==> src/rtl/ex_muldiv_unit.sv <==
`default_nettype none
// ============================================================================
// Module  : ex_muldiv_unit
// Brief   : Iterative EX-stage multiply/divide unit owning the HI/LO registers.
// Revision: 1.0  initial release
// ============================================================================
module ex_muldiv_unit #(
  parameter int WIDTH = 32
) (
  input  logic             clk,
  input  logic             reset,
  input  logic             EX_MD_Start,
  input  logic [1:0]       EX_MD_Op,
  input  logic             EX_MtHi,
  input  logic             EX_MtLo,
  input  logic             EX_MfHi,
  input  logic             EX_MfLo,
  input  logic [WIDTH-1:0] EX_Read_data1,
  input  logic [WIDTH-1:0] EX_Read_data2,
  output logic             MD_Busy,
  output logic             MD_Done,
  output logic             MD_Stall,
  output logic [WIDTH-1:0] MD_Result,
  output logic [WIDTH-1:0] MD_HI,
  output logic [WIDTH-1:0] MD_LO
);

  localparam int            CW   = $clog2(WIDTH) + 1;
  localparam logic [CW-1:0] LAST = CW'(WIDTH - 1);

  typedef enum logic [1:0] {
    IDLE  = 2'd0,
    RUN   = 2'd1,
    FIXUP = 2'd2
  } state_t;

  state_t           state;
  state_t           state_next;
  logic [CW-1:0]    count;
  logic [WIDTH-1:0] hi_reg;
  logic [WIDTH-1:0] lo_reg;
  logic [WIDTH-1:0] acc;          // partial product high half / remainder
  logic [WIDTH-1:0] shreg;        // multiplier / dividend-then-quotient
  logic [WIDTH-1:0] operand_b;    // multiplicand / divisor magnitude
  logic [WIDTH-1:0] dividend_raw;
  logic             is_div;
  logic             neg_lo;
  logic             neg_hi;
  logic             div_zero;
  logic             done_reg;

  logic             op_signed;
  logic             a_neg;
  logic             b_neg;
  logic [WIDTH-1:0] a_mag;
  logic [WIDTH-1:0] b_mag;

  logic [WIDTH:0]   mul_sum;
  logic [WIDTH:0]   div_shifted;
  logic             div_ge;
  logic [WIDTH-1:0] div_diff;
  logic [WIDTH-1:0] acc_next;
  logic [WIDTH-1:0] shreg_next;

  logic [2*WIDTH-1:0] prod;
  logic [2*WIDTH-1:0] prod_fixed;
  logic [WIDTH-1:0]   fix_hi;
  logic [WIDTH-1:0]   fix_lo;

  // Operand magnitudes; unsigned ops pass raw values through
  always_comb begin
    op_signed = ~EX_MD_Op[0];
    a_neg     = op_signed & EX_Read_data1[WIDTH-1];
    b_neg     = op_signed & EX_Read_data2[WIDTH-1];
    a_mag     = a_neg ? (~EX_Read_data1 + 1'b1) : EX_Read_data1;
    b_mag     = b_neg ? (~EX_Read_data2 + 1'b1) : EX_Read_data2;
  end

  // One iteration: shift-add multiply or restoring divide step
  always_comb begin
    mul_sum     = {1'b0, acc} + (shreg[0] ? {1'b0, operand_b} : {(WIDTH+1){1'b0}});
    div_shifted = {acc, shreg[WIDTH-1]};
    div_ge      = div_shifted >= {1'b0, operand_b};
    div_diff    = div_shifted[WIDTH-1:0] - operand_b;
    if (is_div) begin
      acc_next   = div_ge ? div_diff : div_shifted[WIDTH-1:0];
      shreg_next = {shreg[WIDTH-2:0], div_ge};
    end else begin
      acc_next   = mul_sum[WIDTH:1];
      shreg_next = {mul_sum[0], shreg[WIDTH-1:1]};
    end
  end

  // Sign correction applied in FIXUP
  always_comb begin
    prod       = {acc, shreg};
    prod_fixed = neg_lo ? (~prod + 1'b1) : prod;
    if (!is_div) begin
      fix_hi = prod_fixed[2*WIDTH-1:WIDTH];
      fix_lo = prod_fixed[WIDTH-1:0];
    end else if (div_zero) begin
      fix_hi = dividend_raw;
      fix_lo = {WIDTH{1'b1}};
    end else begin
      fix_hi = neg_hi ? (~acc + 1'b1) : acc;
      fix_lo = neg_lo ? (~shreg + 1'b1) : shreg;
    end
  end

  always_ff @(posedge clk or posedge reset) begin
    if (reset) begin
      state <= IDLE;
    end else begin
      state <= state_next;
    end
  end

  always_comb begin
    state_next = state;
    case (state)
      IDLE:    if (EX_MD_Start) state_next = RUN;
      RUN:     if (count == LAST) state_next = FIXUP;
      FIXUP:   state_next = IDLE;
      default: state_next = IDLE;
    endcase
  end

  always_ff @(posedge clk or posedge reset) begin
    if (reset) begin
      count        <= '0;
      acc          <= '0;
      shreg        <= '0;
      operand_b    <= '0;
      dividend_raw <= '0;
      is_div       <= 1'b0;
      neg_lo       <= 1'b0;
      neg_hi       <= 1'b0;
      div_zero     <= 1'b0;
      hi_reg       <= '0;
      lo_reg       <= '0;
      done_reg     <= 1'b0;
    end else begin
      done_reg <= (state == FIXUP);
      case (state)
        IDLE: begin
          if (EX_MD_Start) begin
            count        <= '0;
            acc          <= '0;
            is_div       <= EX_MD_Op[1];
            dividend_raw <= EX_Read_data1;
            neg_lo       <= a_neg ^ b_neg;
            neg_hi       <= a_neg;
            div_zero     <= EX_MD_Op[1] & (EX_Read_data2 == '0);
            // Multiply shifts the multiplier out; divide shifts the dividend out
            shreg        <= EX_MD_Op[1] ? a_mag : b_mag;
            operand_b    <= EX_MD_Op[1] ? b_mag : a_mag;
          end else begin
            if (EX_MtHi) hi_reg <= EX_Read_data1;
            if (EX_MtLo) lo_reg <= EX_Read_data1;
          end
        end
        RUN: begin
          acc   <= acc_next;
          shreg <= shreg_next;
          count <= count + CW'(1);
        end
        FIXUP: begin
          hi_reg <= fix_hi;
          lo_reg <= fix_lo;
        end
        default: ;
      endcase
    end
  end

  always_comb begin
    MD_Busy   = (state != IDLE);
    MD_Done   = done_reg;
    MD_Stall  = MD_Busy & (EX_MD_Start | EX_MfHi | EX_MfLo | EX_MtHi | EX_MtLo);
    MD_Result = EX_MfHi ? hi_reg : lo_reg;
    MD_HI     = hi_reg;
    MD_LO     = lo_reg;
  end

endmodule
`default_nettype wire

==> config.mk <==
export PLATFORM = sky130hd
export DESIGN_NAME = ex_muldiv_unit
export DESIGN_NICKNAME = d
export VERILOG_FILES = /design/src/rtl/ex_muldiv_unit.sv
export SDC_FILE = /design/constraint.sdc
export NUM_CORES = 1
export LEC_CHECK = 0
export ABC_CLOCK_PERIOD_IN_PS = 7200
export CAP_MARGIN = 20
export CORE_AREA = 2 2 176 178
export CTS_CLUSTER_DIAMETER = 40
export DETAILED_ROUTE_END_ITERATION = 10
export DIE_AREA = 0 0 178 180
export GPL_TIMING_DRIVEN = 0
export PLACE_DENSITY = 0.93
export SETUP_SLACK_MARGIN = 0.3
export SYNTH_ARGS = -nofsm -noshare
export SYNTH_HDL_FRONTEND = slang
export SYNTH_SLANG_ARGS = --single-unit
==> constraint.sdc <==
create_clock -name clk -period 7.2 [get_ports clk]
set_input_delay 1.08 -clock clk [delete_from_list [all_inputs] [get_ports clk]]
set_output_delay 1.08 -clock clk [all_outputs]
set_load 0.01 [all_outputs]
==> results.txt <==
fin. max-slew vios: 0
Clk Latency, worst-skew pair: 0.55 ns
Die Y: 180 µm
Cells after Synth: 2281
Internal Power: 4.95 mW
Sw Share: 0.502
fin crit period: 5.49 ns
# setup viols final: 0
CP Depth: 11
Synth Net Count: 2425
CTS tree: built
Power Total: 9.95 mW
final hold vios: 0
post-synthesis register bit count: 205
hold depth: 2
hold path start: dividend_raw[30]
Largest stage delay, worst path: 0.72 ns
port bufs: 159
slew margin rel.: 0.125
number of enable flip-flop cells after synthesis: 0
RSZ-0062 raised after global routing: no
finished layout cell area: 0.0209 mm²
Starting Density: 0.580
metal3 WL: 12.9 mm
Post-layout nets: 2626
fmax: 0.182 GHz
placed cell count: 2837
CP startpoint kind: register
via count: 20519
synthesized cell area: 0.0175 mm²
Arr. time, crit path: 5.86 ns
Final Skew: 0.0261 ns
Slowest cell on crit path: clkbuf_1
dpl hpwl: 60.7 mm
share of layout cells above drive strength 1: 0.0558
sw power: 5.00 mW
reg2reg setup slack: 1.71 ns
Crit path buffers/inverters: 2
final core utilization: 0.692
most frequent CP cell: o21ai_0
grt ovf: 0
worst-path fanout max: 10
Worst IR Drop VDD: 0.000462 V
family with the most delay on the worst path: simple AND/OR/NAND/NOR gates
Slew @ Worst Pin: 1.31 ns
asr flop ratio synth: 1.00
largest net degree at the start of global routing: 105
min-delay worst type: reg2reg
most frequent cells in the layout: nand2_1, o21ai_0, dfrtp_1
antenna viol nets, final: 0
hold buffer count at CTS: 0
CP cell instances: inv_1 > clkbuf_1 > ha_1 > nand4bb_1 > or3_1 > or4_1 > or3_1 > o21ai_0 > o21ai_0 > o221ai_1 > o21ai_0
post-synth cell types: 76
commonest non-fill, non-tap cell in the layout: nand2_1
wire length on met2: 33.1 mm
vias per inst: 7.06
Leak: 8.55 nW
outcome: complete, no violations
Hold EP: dividend_raw[30]
fin cells: 2908
Worst Setup End Kind: register
Clock power frac: 0.180
Clock Pin Slew Worst Setup and Hold Paths: 0.06 ns
Gate power share: 0.594
total setup buffers inserted after CTS: 0
GP Congestion: 1.04
GRT Total Usage: 0.500
die area: 0.0320 mm²
Flop pwr share: 0.226
initial DRC count: 3566
YS warnings: 0
vias in the first global route: 19297
Main synth FF type: dfrtp_1
antenna violations before repair: 6
first-pass GRT wire length: 119 mm
core area: 0.0302 mm²
Avg Inst Size Synth: 7.67 µm²
sequential area share after synthesis: 0.293
Worst R2R Path Depth: 11
period utilisation layout: 0.763
Die Width: 178 µm
htree depth: 2
worst path required time: 7.56 ns
clk buf depth: 3
final wirelength: 81.6 mm
placed inst area: 0.0196 mm²
# fillers: 2439
# clock sinks: 205
FF-to-FF Start: shreg[0]
DR DRC count: 0
Top Layer Used: met5
# rows: 64
number of max-cap violations: 0
Num CTS Buffers: 36
Pwr Density: 477 mW/mm²
Clock Root Buffer: clkbuf_16
kind of critical path: reg2reg
Post-CTS Resized: 0
IO Pins: 172
DRT Pass-1 Iters: 8
worst r2r dst: MD_HI[24]
met1 WL: 28.1 mm
area delta synth->final: 19.3%
routed wire length per instance: 28.1 µm
==> cell families (layout without fill, tap and decap cells) <==
family | after synthesis | count (layout) | share of synthesized area
AO/OA/AOI/OAI | 724 | 724 | 0.255
XOR/XNOR | 178 | 178 | 0.0891
adder cells (fa/ha/maj) | 71 | 71 | 0.0516
buffers and inverters | 240 | 468 | 0.0525
flip-flops | 205 | 205 | 0.293
multiplexers | 85 | 85 | 0.0514
other | 0 | 3 | 0
AND/OR/NAND/NOR | 778 | 778 | 0.207
==> how the worst max path moves through the flow <==
stage                         from            end  slack [ns]
after detailed placement  shreg[0]      MD_HI[24]        2.51
after CTS                 shreg[0]      MD_HI[24]        2.40
after global routing      shreg[0]      MD_HI[24]        1.81
final                     shreg[0]      MD_HI[24]        1.71
after global placement       reset  operand_b[17]       -2.15
after floorplan              reset        MD_Done        0.52
==> metal layers <==
layer | track usage | vias up
li1 | - | 8642
met1 | 0.606 | 9531
met2 | 0.716 | 1853
met3 | 0.207 | 483
met4 | 0.346 | 10
met5 | 0 | -
==> power groups by stage <==
stage	Sequential, mW	Combinational [mW]	Clock (mW)
global placement	2.16	5.46	0
finish	2.25	5.91	1.79
global route	2.24	6.31	1.82
CTS	2.17	5.63	1.77
floorplan	1.95	3.87	0
detailed placement	2.18	5.57	0
==> cell usage after synthesis (13+ instances only) <==
cell | n | area (µm²)
nand3_1 | 53 | 265
nand4_1 | 16 | 100
o21ai_0 | 224 | 1120
nor3_1 | 35 | 175
o221ai_1 | 15 | 131
nand2b_1 | 28 | 175
a21oi_1 | 175 | 876
a31oi_1 | 38 | 238
a22oi_1 | 22 | 165
o22ai_1 | 46 | 288
or3_1 | 30 | 188
nor2b_1 | 23 | 144
o211ai_1 | 38 | 285
dfrtp_1 | 205 | 5130
a21o_1 | 31 | 233
buf_1 | 18 | 67.6
ha_1 | 69 | 863
inv_1 | 62 | 233
nand2_1 | 317 | 1190
mux2i_1 | 46 | 460
nor4_1 | 18 | 113
or2_2 | 13 | 81.3
xor2_1 | 62 | 543
or4_1 | 20 | 150
a211oi_1 | 31 | 233
o31ai_1 | 21 | 158
and3_1 | 13 | 81.3
clkbuf_1 | 153 | 574
nor2_1 | 178 | 668
mux2_2 | 39 | 439
xnor2_1 | 116 | 1020
==> stage by stage <==
stage	setup TNS [ns]	hold WS (ns)	setup WS, ns
after floorplan	0	0.437	0.524
after global placement	-435.44	0.451	-2.15
after detailed placement	0	0.456	2.51
after CTS	0	0.469	2.40
after global routing	0	0.501	1.81
final	0	0.475	1.71
==> registers in the layout, indices dropped and copies added, names as in the netlist <==
signal and count:
MD_Done 1, MD_HI 32, MD_LO 32, acc 32
count 6, div_zero 1, dividend_raw 32, is_div 1
neg_hi 1, neg_lo 1, operand_b 32, shreg 32
state 2
==> worst reg2reg max path, delay by kind of cell, from the launching register on <==
| family | cells | cell delay (ns) |
|---|---|---|
| DFF | 1 | 0.55 |
| adders and majority gates | 1 | 0.37 |
| and+or+nand+nor | 4 | 2.12 |
| AOI/OAI and AO/OA | 4 | 1.28 |
| buffers and inverters | 2 | 0.99 |
==> area by class of cell <==
type	instances	area, µm²	share of cell area
multi-input combinational	1836	11500	0.549
sequential	205	5130	0.246
timing repair buffer	163	1640	0.0784
clock buffer	41	961	0.0460
buffer	176	679	0.0325
tap	396	495	0.0237
clock inverter	24	264	0.0126
inverter	64	248	0.0119
antenna	3	7.51	0.000360
Power figures use the tool's default switching activity.
